<file path="src/rtl/prod_accum_pkg.sv">
// Shared definitions for the product accumulator: FSM state encodings and
// default widths.
package prod_accum_pkg;

  localparam int ACC_W_DEFAULT = 40;
  localparam int LEN_W_DEFAULT = 8;

  typedef logic [1:0] state_t;

  localparam state_t IDLE  = 2'd0;
  localparam state_t ACCUM = 2'd1;
  localparam state_t HOLD  = 2'd2;

endpackage

</file>
<file path="src/rtl/prod_accum_sat_add.sv">
// Saturating adder: ACC_W-bit accumulator plus an unsigned 32-bit product.
// The result clamps to all-ones on overflow, and sat flags that the clamp happened.
module sat_add #(
  parameter int ACC_W = 40
) (
  input  logic [ACC_W-1:0] a,
  input  logic [31:0]      b,
  output logic [ACC_W-1:0] sum,
  output logic             sat
);

  // The sum is one bit wider than the wider operand, so the carry out is never lost.
  localparam int W = ((ACC_W > 32) ? ACC_W : 32) + 1;

  logic [W-1:0] full;

  always_comb begin
    full = {{(W-ACC_W){1'b0}}, a} + {{(W-32){1'b0}}, b};
    sat  = |full[W-1:ACC_W];
    sum  = sat ? {ACC_W{1'b1}} : full[ACC_W-1:0];
  end

endmodule

</file>
<file path="src/rtl/prod_accum.sv">
// Product accumulator: sums len upstream products with saturation, then holds
// the result until the downstream side accepts it.
module prod_accum
  import prod_accum_pkg::*;
#(
  parameter int ACC_W = ACC_W_DEFAULT,
  parameter int LEN_W = LEN_W_DEFAULT
) (
  input  logic             clk,
  input  logic             rst,
  input  logic             start,
  input  logic [LEN_W-1:0] len,
  input  logic             p_valid,
  input  logic [31:0]      p_in,
  output logic             p_ready,
  output logic [ACC_W-1:0] sum_out,
  output logic             sum_valid,
  input  logic             sum_ready,
  output logic             ovf,
  output logic             busy
);

  state_t           state;
  logic [ACC_W-1:0] acc;
  logic [LEN_W-1:0] cnt;
  logic             ovf_q;
  logic [ACC_W-1:0] acc_next;
  logic             acc_sat;

  sat_add #(.ACC_W(ACC_W)) u_sat_add (
    .a   (acc),
    .b   (p_in),
    .sum (acc_next),
    .sat (acc_sat)
  );

  always_ff @(posedge clk) begin
    if (rst) begin
      state <= IDLE;
      acc   <= '0;
      cnt   <= '0;
      ovf_q <= 1'b0;
    end else begin
      case (state)
        IDLE: begin
          if (start) begin
            acc   <= '0;
            ovf_q <= 1'b0;
            if (len != '0) begin
              cnt   <= len;
              state <= ACCUM;
            end else begin
              state <= HOLD;
            end
          end
        end
        ACCUM: begin
          if (p_valid) begin
            acc <= acc_next;
            cnt <= cnt - 1'b1;
            if (acc_sat) ovf_q <= 1'b1;
            if (cnt == LEN_W'(1)) state <= HOLD;
          end
        end
        HOLD: begin
          // A start in this cycle is deliberately dropped; only IDLE samples it.
          if (sum_ready) state <= IDLE;
        end
        default: state <= IDLE;
      endcase
    end
  end

  assign p_ready   = (state == ACCUM);
  assign sum_valid = (state == HOLD);
  assign busy      = (state != IDLE);
  assign sum_out   = acc;
  assign ovf       = ovf_q;

endmodule

</file>
<file path="config.mk">
export PLATFORM = sky130hd
export DESIGN_NAME = prod_accum
export DESIGN_NICKNAME = d
export VERILOG_FILES = /design/src/rtl/prod_accum_pkg.sv /design/src/rtl/prod_accum_sat_add.sv /design/src/rtl/prod_accum.sv
export SDC_FILE = /design/constraint.sdc
export NUM_CORES = 1
export LEC_CHECK = 0
export BUFFER_PORTS_ARGS = -buffer_cell sky130_fd_sc_hd__buf_2
export CORE_MARGIN = 5
export CORE_UTILIZATION = 50
export DETAILED_ROUTE_END_ITERATION = 10
export GPL_TIMING_DRIVEN = 0
export PLACE_DENSITY = 0.74
export SETUP_SLACK_MARGIN = 0.4
export SLEW_MARGIN = 20
export SYNTH_ARGS = -nofsm -noshare
export SYNTH_HDL_FRONTEND = slang
export SYNTH_HIERARCHICAL = 1
export SYNTH_SLANG_ARGS = --single-unit
</file>
<file path="constraint.sdc">
create_clock -name clk -period 8.1 [get_ports clk]
set_input_delay 0.405 -clock clk [delete_from_list [all_inputs] [get_ports clk]]
set_output_delay 0.405 -clock clk [all_outputs]
set_load 0.05 [all_outputs]
</file>
After elaboration in Yosys (flattened, before gate mapping)
Index checks and enable logic that the tools add are counted.
Cells by class
  add/sub/neg operators: 2
  equality and inequality tests: 9
  multiplexer cells: 18
  reductions and logical operators: 8
Operator list (number)
  $mux W40: 3
  $pmux W40 S2: 1
  $add A40 B32 Y41: 1
  $mux W8: 3
  $pmux W8 S2: 1
  $reduce_and A4 Y1: 3
  $mux W2: 5
  $eq A8 B1 Y1 const B: 1
  $reduce_bool A8 Y1: 1
  $sub A8 B1 Y8 const B: 1
  $ne A2 B1 Y1 const B: 3
  $ne A2 B2 Y1 const B: 3
  $pmux W2 S3: 1
  $reduce_bool A2 Y1: 2
  $mux W1: 3
  $reduce_and A3 Y1: 1
  $eq A2 B1 Y1 const B: 1
  $eq A2 B2 Y1 const B: 1
  $logic_not A2 Y1: 1
  $pmux W1 S2: 1
Word-level totals
  register bits after elaboration: 51
  bits of input ports: 45
  output and inout port bits: 44

Depth between registers and ports, before layout
Gate-level depths: netlist of run 1.
  depth in word-level cells: 4
  mapped depth: 14

Modules after synthesis
Netlist of run 1, hierarchy kept.
Modules (own cells, without submodules)
  sat_add: instances 1, cells each 329, area an instance 2209.6 sq um, seq. area each 0.0 sq um
  prod_accum: instances 1, cells each 223, area an instance 2037.0 sq um, seq. area each 1021.0 sq um

Worst setup path after synthesis of run 1
No wires, ideal clock.
  path type: reg2reg
  from: reg acc[0] (netlist: sum_out[0])
  to: reg acc[33] (netlist: sum_out[33])
  arrival time: 2.860 ns
  data required time: 7.972 ns
  path slack: 5.113 ns
  cell stages (with the launch flop): 15
  buffers on the path: 2
  path through: dfxtp_1 ha_1 fa_1 nand3_1 a21oi_2 o31ai_2 o211ai_4 a21boi_2 a2111oi_4 o211ai_2 buf_6 buf_6 nand2_1 a22oi_1 nor2_1
Between the ends
  cells in the longest elaborated chain, start to end: 4
Ends and longest elaborated chain
  start, declared: line prod_accum.sv:24  | logic [ACC_W-1:0] acc;
  start signal, assigned: line prod_accum.sv:59  | acc <= acc_next;
  $add A40 B32 Y41: line prod_accum_sat_add.sv:18  | full = {{(W-ACC_W){1'b0}}, a} + {{(W-32){1'b0}}, b};
  $mux W40: line prod_accum_sat_add.sv:20  | sum = sat ? {ACC_W{1'b1}} : full[ACC_W-1:0];
  net acc_next[33]: line prod_accum.sv:27  | logic [ACC_W-1:0] acc_next;
  $mux W40: line prod_accum.sv:58  | if (p_valid) begin
  $pmux W40 S2: line prod_accum.sv:44  | case (state)
The timed path passes the listed nets, and every way through them passes these cells. The select of a mux whose other input is x is not followed.
A chain may end at the register's enable or synchronous reset.

Worst setup path in the final report of run 1
  from: reg acc[0] (netlist: sum_out[0])
  to: reg acc[6] (netlist: sum_out[6])
The elaborated chain is that of the path after synthesis.

==> results.md, run 1 <==
- Post-synthesis compound-gate area fraction: 0.311
- Clk pin slew, worst setup/hold paths: 100 ps
- HPWL Detailed: 9020 µm
- Die height: 102 µm
- Crit path DAT: 3360 ps
- Final Hold Violating Endpoints: 0
- Ys Warns: 6
- Layout cells sized above 1: 0.202
- Hold WC Path Type: in2reg
- Slew Viols, Final: 0
- Top Family by Delay on Critical Path: compound AO/OA/AOI/OAI gates
- Vias after detailed routing: 4,428
- Clock root buffer: clkbuf_8
- # rows: 33
- Highest routed layer: met4
- Drt wl/cell: 15.2 µm
- Lkg Pwr: 2.31 nW
- Initial antenna violation count: 0
- Setup CP Type: reg2reg
- TritonCTS clock tree: done
- Worst clock skew: 7.39 ps
- Synth Net Count: 632
- Setup crit start kind: flip-flop
- CP Max Fanout: 10
- Crit. End Element: flip-flop
- Post-synth EDFFs: 0
- Die area: 10,400 µm²
- Vias in the first global route: 4,151
- First-pass GRT wire length: 19,100 µm
- DRT Wirelength: 11,400 µm
- Yosys cell types: 69
- Max rail drop VDD: 0.0000651 V
- Via/cell ratio: 5.89
- Total GRT Usage: 0.222
- Area Growth Syn to Fin: 16.0%
- Die Width: 102 µm
- Fin crit share: 0.391
- Ys flop type: dfxtp_1
- CTS Hold Bufs: 0
- Post-synthesis xor/xnor area fraction: 0.0660
- Mux share of post-synthesis cell area: 0.00796
- CP Buf/Inv Count: 2
- Minimum clock period: 3170 ps
- # port buffers: 88
- Initial core utilization: 0.514
- Post-CTS sizing: 0
- Cell area after synthesis: 4250 µm²
- WL met2: 5300 µm
- Avg Inst Size Synth: 7.69 µm²
- Rel. slew slack: 0.552
- Io pins: 89
- Ys async rst share: 0
- Maximum root-to-sink buffer count: 2
- DRT antenna net count: 0
- DRC Markers: 0
- Seq/Total Area, Yosys: 0.240
- Peak Freq: 315 MHz
- Clk_lat worst skew: 310 ps
- Max Cap Violations: 0
- Gate Count Post-Synth: 552
- Initial DRT Pass Iterations: 5
- Initial DRC count: 200
- RSZ-0062 raised after global routing: false
- Final net count: 727
- Power per standard cell area: 136 nW/µm²
- Critical-path cell list: ha_1 -> fa_1 -> nand3_1 -> a21oi_2 -> o31ai_2 -> o211ai_4 -> a21boi_2 -> a2111oi_4 -> o211ai_2 -> buf_6 -> buf_6 -> nand2_1 -> a22oi_1 -> nor2_1
- Gp weighted congestion: 0.940
- Core area: 8260 µm²
- Fraction of the mapped netlist area in adder cells: 0.105
- Setup violators final: 0
- Worst Max-Slew Pin Slew: 665 ps
- CP required: 8290 ps
- Largest net degree at the start of global routing: 16
- Clock Sink Count: 51
- Total congestion overflow: 0
- Largest family of logic cells by synthesized area: compound AO/OA/AOI/OAI gates
- Run status: finished clean
- Simple-gate share of the synthesized area: 0.223
- Commonest non-fill, non-tap cell in the layout: buf_2
- Setup Buffers After CTS: 0
- Crit path max-delay cell type: o31ai_2
- CTS buffer count: 5
- Most Frequent Cell on Critical Path: buf_6
- Max incr delay on CP: 470 ps
- Ant diodes: 0
- Met3 wire len: 744 µm
- Fill count: 793
- M1 wire length: 5210 µm
- Commonest cells after routing, fill and taps aside: 92 x buf_2, 70 x nand2_1, 66 x nor2_1
- Final TNS setup: 0 ps
- H-Tree Depth: 2
- Post-layout power: 0.669 mW
- Seq cells post-synth: 51
## worst register-to-register path, stage by stage, from the launching register on
cell       delay [ps]
dfxtp_1           340
ha_1              240
fa_1              430
nand3_1           140
a21oi_2            80
o31ai_2           470
o211ai_4          170
a21boi_2          230
a2111oi_4         110
o211ai_2          220
buf_6             190
buf_6             150
nand2_1            70
a22oi_1           160
nor2_1             60
## registers in the layout (all words and copies together) (netlist names)
register / cells
cnt: 8
ovf: 1
state: 2
sum_out: 40
## Yosys cell counts (all sizes together), types with 10 or more instances
master | count | area [µm²]
a21oi | 43 | 219
nor3 | 10 | 50.1
xor2 | 12 | 105
nand4 | 11 | 68.8
dfxtp | 51 | 1020
o21ai | 29 | 145
nor2 | 66 | 248
o21bai | 11 | 82.6
ha | 34 | 425
xnor2 | 20 | 175
nand2 | 71 | 269
inv | 13 | 48.8
a22oi | 40 | 300
a21o | 17 | 129
clkbuf | 13 | 52.6
buf | 13 | 98.8
## final timing paths
| check | startpoint | to | slack (ps) | cells past startpoint |
|---|---|---|---|---|
| hold reg to reg | cnt[6] | cnt[6] | 480 | 2 |
| setup / recovery | sum_out[0] | sum_out[6] | 4930 | 14 |
| setup reg to reg | sum_out[0] | sum_out[6] | 4930 | 14 |
| hold / removal | start | ovf | 330 | 2 |
## where the power goes
group	internal, mW	switching [mW]
clock network	0.0905	0.0911
logic	0.0783	0.138
registers	0.262	0.00889
## area by class of cell
| cell class | count | area, µm² | share of cell area |
|---|---|---|---|
| Buffer | 26 | 151 | 0.0307 |
| Clock buffer | 5 | 68.8 | 0.0140 |
| Clock inverter | 2 | 37.5 | 0.00762 |
| Inverter | 13 | 48.8 | 0.00991 |
| Multi-Input combinational cell | 462 | 3030 | 0.614 |
| Sequential cell | 51 | 1020 | 0.207 |
| Tap cell | 105 | 131 | 0.0267 |
| Timing Repair Buffer | 88 | 440 | 0.0894 |
## stage by stage
stage / hold slack, ps / setup WS, ps / cells / area [µm²] / utilization
floorplan: 453 / 5110 / 552 / 4250 / -
global placement: 471 / 4790 / 745 / 4820 / 0.583
detailed placement: 468 / 4770 / 745 / 4820 / 0.583
CTS: 315 / 4930 / 752 / 4920 / 0.596
global route: 318 / 4730 / 752 / 4920 / 0.596
finish: 333 / 4930 / 752 / 4920 / 0.596
## per-layer routing
layer,GRT usage,up-vias
li1,-,2211
met1,0.299,2054
met2,0.367,146
met3,0.0362,17
met4,0.0626,0
met5,0,-
## logic make-up after synthesis
group	count (synthesis)
flops	51
compound gates	187
simple gates	205
xor+xnor	32
buf+inv	39
mux	3
fa+ha+maj	35
Note: power is estimated with default switching activity, not from simulation.
==> run 2, diff against run 1 <==
- clock period: 8.1 -> 3.1 ns (I/O delays scaled with it)
==> run 2 against run 1 <==
  * Worst hold slack lost 260 ps
  * Combinational power grew to 3.0 times the previous value
  * Register-to-register slack lost 4700 ps
  * Worst setup slack lost 4700 ps
  * Critical endpoint is now sum_out[15]
==> results.md, run 2 (same netlist as run 1, synthesis figures left out) <==
- Switching share of power: 0.382 (+0.0263)
- Die height: 102 µm (unchanged)
- Ant diodes: 0 (unchanged)
- Final net count: 750 (+3.2%)
- Die area: 10,400 µm² (unchanged)
- Run status: finished clean
- Clk_lat worst skew: 310 ps (about the same)
- Post-placement cell count: 745 (unchanged)
- Logic pwr share: 0.362 (+0.039)
- Power per standard cell area: 318 nW/µm² (+130%)
- Crit. End Element: flip-flop
- DRC Markers: 0 (unchanged)
- Final TNS setup: 0 ps (unchanged)
- Worst reg2reg path depth: 15 (+1)
- Vias after detailed routing: 4,585 (+3.5%)
- Initial DRT Pass Iterations: 5 (unchanged)
- Via/cell ratio: 5.91 (+0.34%)
- Commonest non-fill, non-tap cell in the layout: buf_2
- Hold endpoint: ovf
- Non-filler instance count after layout: 776 (+3.2%)
- Area Growth Syn to Fin: 31.0%
- Peak Freq: 348 MHz (+10%)
- Worst hold start: start
- Most Frequent Cell on Critical Path: buf_6
- First-pass GRT wire length: 20,000 µm (+4.9%)
- Io pins: 89 (unchanged)
- HPWL Detailed: 9060 µm (+0.41%)
- CP Buf/Inv Count: 3 (+1)
- Hold Crit Depth: 2 (unchanged)
- Initial DRC count: 228 (+14%)
- Layout cells sized above 1: 0.356 (+0.154)
- Hold WC Path Type: in2reg
- Rel. slew slack: 0.409 (-0.143)
- Setup violators final: 0 (unchanged)
- Top Family by Delay on Critical Path: compound AO/OA/AOI/OAI gates
- Total GRT Usage: 0.232 (+0.0105)
- Worst clock skew: 7.08 ps (-0.309 ps)
- Slew Viols, Final: 0 (unchanged)
- Fill count: 689 (-13%)
- # port buffers: 88 (unchanged)
- NetSw: 0.676 mW (+180%)
- Clock Sink Count: 51 (unchanged)
- Maximum root-to-sink buffer count: 2 (unchanged)
- Final Hold Violating Endpoints: 0 (unchanged)
- Dpl ws: 63.3 ps (-4710 ps)
- Gp weighted congestion: 0.914 (-2.8%)
- Setup CP Type: reg2reg
- Total congestion overflow: 0 (unchanged)
- Largest net degree at the start of global routing: 18 (+2)
- Part of the power in registers: 0.403 (-0.002)
- Max Cap Violations: 0 (unchanged)
- TritonCTS clock tree: done
- Max FFs per register: 40 (unchanged)
- Drt wl/cell: 16.1 µm (+6.1%)
- CTS buffer count: 5 (unchanged)
- Reg2Reg Capture Point: sum_out[15]
- Max rail drop VDD: 0.000190 V (+190%)
- # rows: 33 (unchanged)
- DRT Wirelength: 12,500 µm (+9.5%)
- Minimum clock period: 2870 ps (-296 ps)
- Setup crit start kind: flip-flop
- Critical-path cell list: ha_4 -> fa_2 -> nand3_4 -> a21oi_4 -> o31ai_4 -> o211ai_4 -> a21boi_2 -> a2111oi_4 -> o211ai_2 -> buf_6 -> buf_6 -> buf_8 -> nand2_4 -> a22oi_2 -> nor2_1
- Lkg Pwr: 2.49 nW (+7.8%)
- Commonest cells after routing, fill and taps aside: 91 x buf_2, 65 x nor2_1, 61 x nand2_1
- Reg-to-Reg Start: sum_out[0]
- Clock root buffer: clkbuf_8
- Fin crit share: 0.927 (+0.536)
- H-Tree Depth: 2 (unchanged)
- Crit path max-delay cell type: fa_2
- Crit path DAT: 3070 ps (-290 ps)
- Finished Cell Area: 5560 µm² (+13%)
- Final setup margin: 225 ps (-4700 ps)
- CP Max Fanout: 7 (-3)
- Initial core utilization: 0.514 (unchanged)
- Worst Max-Slew Pin Slew: 877 ps (+212 ps)
- Int Pwr: 1.09 mW (+150%)
- Post-placement cell area: 4880 µm² (+1.3%)
- Initial antenna violation count: 0 (unchanged)
- Reg2Reg Setup Slack: 230 ps (-4700 ps)
- CP required: 3290 ps (-5000 ps)
- Clock power share: 0.235 (-0.037)
- Max incr delay on CP: 390 ps (-80 ps)
- DRT antenna net count: 0 (unchanged)
- RSZ-0062 raised after global routing: true
- Vias in the first global route: 4,403 (+6.1%)
- Core area: 8260 µm² (unchanged)
- Die Width: 102 µm (unchanged)
- Clk pin slew, worst setup/hold paths: 110 ps (about the same)
## run 2: worst register-to-register path: stages, from the launching register on
cell       delay (ps)
dfxtp_4           370
ha_4              160
fa_2              390
nand3_4            90
a21oi_4            70
o31ai_4           250
o211ai_4          130
a21boi_2          220
a2111oi_4         110
o211ai_2          270
buf_6             190
buf_6             110
buf_8             110
nand2_4            50
a22oi_2           170
nor2_1             80
## run 2: what timing repair did
action / in CTS / in global routing
endpoints found under the setup margin: 41 / 41
gates resized for setup: 39 / 48
setup buffers: 13 / 9
hold buffers: 0 / 0
pin swaps: 24 / 35
cloned: 1 / 0
## run 2: worst max path at each step
stage                           from           to  cells after the start
after floorplan           sum_out[8]          ovf                     13
after global placement    sum_out[9]  sum_out[27]                     13
after detailed placement  sum_out[9]  sum_out[30]                     13
after CTS                 sum_out[0]  sum_out[14]                     14
after global routing      sum_out[0]  sum_out[16]                     15
final                     sum_out[0]  sum_out[15]                     15
## run 2: power groups by stage
| stage | registers [mW] | logic (mW) | clock network [mW] |
|---|---|---|---|
| 2_1_floorplan | 0.778 | 0.367 | 0 |
| 6_report | 0.712 | 0.641 | 0.416 |
| 5_1_grt | 0.717 | 0.699 | 0.460 |
| 4_1_cts | 0.710 | 0.591 | 0.441 |
| 3_3_place_gp | 0.722 | 0.551 | 0 |
| 3_5_place_dp | 0.724 | 0.560 | 0 |
## run 2: layout make-up
class,count,area [µm²],area share
buffer,26,165,0.0297
clock buffer,5,68.8,0.0124
clock inverter,3,22.5,0.00405
inverter,13,48.8,0.00877
multi-input combinational,462,3420,0.616
sequential,51,1060,0.191
tap,105,131,0.0236
timing repair buffer,111,641,0.115
## run 2: routing by layer
layer | up-vias | GRT usage | wire, µm
met4 | 0 | 0.0626 | 232
met3 | 25 | 0.0355 | 675
li1 | 2260 | - | -
met5 | - | 0 | 0
met2 | 173 | 0.400 | 6080
met1 | 2127 | 0.302 | 5530
## run 2: through the flow
| step | util | total power, mW | hold WS [ps] |
|---|---|---|---|
| finish | 0.674 | 1.77 | 75.8 |
| global placement | 0.591 | 1.27 | 411 |
| floorplan | - | 1.15 | 252 |
| detailed placement | 0.591 | 1.28 | 407 |
| global route | 0.674 | 1.88 | 76.1 |
| CTS | 0.641 | 1.74 | 61.5 |
==> run 3, diff against run 2 <==
- REMOVE_ABC_BUFFERS: not set -> 1
- clock period: 3.1 -> 3.4 ns (I/O delays scaled with it)
==> run 3 against run 2 <==
  * Final area fell by 3.5%
  * Combinational power fell by 14%
  * Clock skew rose by 1.9 ps
  * Clock power fell by 9.4%
  * Largest cell class unchanged
  * Global-route usage fell by 1.2 points
  * Critical endpoint is now sum_out[7]
  * Via count fell by 2.7%
  * Highest routed layer unchanged
  * Core utilization fell by 2.3 points
  * Wire length fell by 1.8%
  * Worst hold slack improved by 15 ps
  * Register-to-register slack improved by 110 ps
  * Clock-buffer cell count did not move
  * Critical path depth did not move
==> results.md, run 3 (same netlist as run 1, synthesis figures left out) <==
- Run status: finished clean
- Setup crit start kind: flip-flop
- Clock power share: 0.238 (+0.003)
- Hold slack: 90.5 ps (+14.6 ps)
- Dpl ws: -95.5 ps (-159 ps)
- # rows: 33 (unchanged)
- Hold WC Path Type: in2reg
- Hold endpoint: ovf
- Total GRT Usage: 0.220 (-0.0118)
- Clk_lat worst skew: 310 ps (about the same)
- Post-layout power: 1.58 mW (-11%)
- Part of the power in registers: 0.412 (+0.009)
- Layout cells sized above 1: 0.289 (-0.0676)
- NetSw: 0.601 mW (-11%)
- Setup CP Type: reg2reg
- Slew Viols, Final: 0 (unchanged)
- Largest net degree at the start of global routing: 52 (+34)
- Non-filler instance count after layout: 753 (-3.0%)
- Initial antenna violation count: 0 (unchanged)
- Crit. End Element: flip-flop
- Max FFs per register: 40 (unchanged)
- Vias after detailed routing: 4,461 (-2.7%)
- Die area: 10,400 µm² (unchanged)
- H-Tree Depth: 2 (unchanged)
- DRC Markers: 0 (unchanged)
- Initial DRT Pass Iterations: 4 (-1)
- Post-placement cell count: 722 (-3.1%)
- Drt wl/cell: 16.3 µm (+1.2%)
- Worst Max-Slew Pin Slew: 982 ps (+104 ps)
- Rel. slew slack: 0.346 (-0.0634)
- Int Pwr: 0.981 mW (-10%)
- Logic pwr share: 0.349 (-0.013)
- Setup violators final: 0 (unchanged)
- Hold Crit Depth: 2 (unchanged)
- Lkg Pwr: 2.41 nW (-3.2%)
- Final net count: 727 (-3.1%)
- Gp weighted congestion: 0.924 (+1.1%)
- Ant diodes: 0 (unchanged)
- TritonCTS clock tree: done
- Vias in the first global route: 4,242 (-3.7%)
- HPWL Detailed: 8270 µm (-8.8%)
- Post-placement cell area: 4760 µm² (-2.5%)
- Clock root buffer: clkbuf_8
- Power per standard cell area: 295 nW/µm² (-7.3%)
- RSZ-0062 raised after global routing: true
- Worst clock skew: 9.00 ps (+1.92 ps)
- Die height: 102 µm (unchanged)
- Area Growth Syn to Fin: 26.5%
- Worst reg2reg path depth: 15 (unchanged)
- Reg-to-Reg Start: sum_out[0]
- Reg2Reg Setup Slack: 330 ps (+110 ps)
- CP startpoint: sum_out[0]
- CTS buffer count: 5 (unchanged)
- Commonest cells after routing, fill and taps aside: 88 x buf_2, 65 x nor2_1, 63 x nand2_1
- Max Cap Violations: 0 (unchanged)
- Reg2Reg Capture Point: sum_out[7]
- Peak Freq: 326 MHz (-6.3%)
- Maximum root-to-sink buffer count: 2 (unchanged)
- Total congestion overflow: 0 (unchanged)
- Via/cell ratio: 5.92 (+0.27%)
- Switching share of power: 0.380 (-0.00197)
- Worst hold start: start
- Initial DRC count: 234 (+2.6%)
- Clock Sink Count: 51 (unchanged)
- # port buffers: 88 (unchanged)
- Clk pin slew, worst setup/hold paths: 110 ps (about the same)
- Final TNS setup: 0 ps (unchanged)
- First-pass GRT wire length: 19,200 µm (-4.1%)
- DRT antenna net count: 0 (unchanged)
- Final core occ: 0.650 (-0.0233)
- Fin crit share: 0.902 (-0.0253)
- DRT Wirelength: 12,300 µm (-1.8%)
- Finished Cell Area: 5370 µm² (-3.5%)
- Die Width: 102 µm (unchanged)
- Crit path DAT: 3240 ps (+170 ps)
- Minimum clock period: 3070 ps (+192 ps)
- Io pins: 89 (unchanged)
- CP required: 3580 ps (+290 ps)
- Core area: 8260 µm² (unchanged)
- CP Max Fanout: 6 (-1)
- Initial core utilization: 0.514 (unchanged)
- Final setup margin: 333 ps (+108 ps)
- Commonest non-fill, non-tap cell in the layout: buf_2
- Max rail drop VDD: 0.000221 V (+16%)
- Final Hold Violating Endpoints: 0 (unchanged)
-- run 3: cell count changes in the layout (fill, tap and decap cells not counted), sizes merged --
cell / before / now
buf: 124 / 111
clkbuf: 18 / 8
clkinvlp: 0 / 2
clkinv: 1 / 0
inv: 15 / 14
-- run 3: area by class of cell --
class                   instances  area (µm²)
multi-input cells             462        3290
fillers                       741        2890
flip-flops and latches         51        1020
repair buffers                114         783
well taps                     105         131
clock buffers                   5        68.8
inverters                      13        48.8
clock inverters                 3        23.8
-- run 3: layer usage --
layer  wire length, µm  up-vias  global-route usage
met5                 0        -                   0
met4               239        0              0.0676
met3               624       22              0.0300
met2              5830      130               0.367
met1              5600     2093               0.296
li1                  -     2216                   -
-- run 3: critical path, stage by stage (launching register included) --
cell       delay [ps]
dfxtp_2           350
ha_4              160
fa_2              380
nand3_4           110
a21oi_4            70
o31ai_4           360
o211ai_4          120
a21boi_2          220
a2111oi_4          90
buf_4             170
o211ai_4          270
buf_6             180
clkbuf_16         160
nand2_1            70
a22oi_2           160
nor2_1             50
-- run 3: how the worst max path moves through the flow --
stage	endpoint	slack (ps)	cells after the start
global placement	sum_out[12]	-710	12
finish	sum_out[7]	330	15
global route	sum_out[7]	210	15
floorplan	sum_out[0]	-190	12
detailed placement	sum_out[0]	-100	13
CTS	sum_out[1]	390	14
-- run 3: repair_timing --
action,4_1_cts,5_1_grt
gates cloned,2,2
pin swaps,6,25
gates resized for setup,18,43
hold buffers,0,0
buffers inserted,12,7
setup endpoints to repair,41,41
-- run 3: power groups by stage --
stage | Clock (mW) | Sequential [mW] | Combinational (mW)
finish | 0.377 | 0.652 | 0.553
global route | 0.419 | 0.656 | 0.603
CTS | 0.391 | 0.650 | 0.516
detailed placement | 0 | 0.663 | 0.503
global placement | 0 | 0.661 | 0.481
floorplan | 0 | 0.711 | 0.313
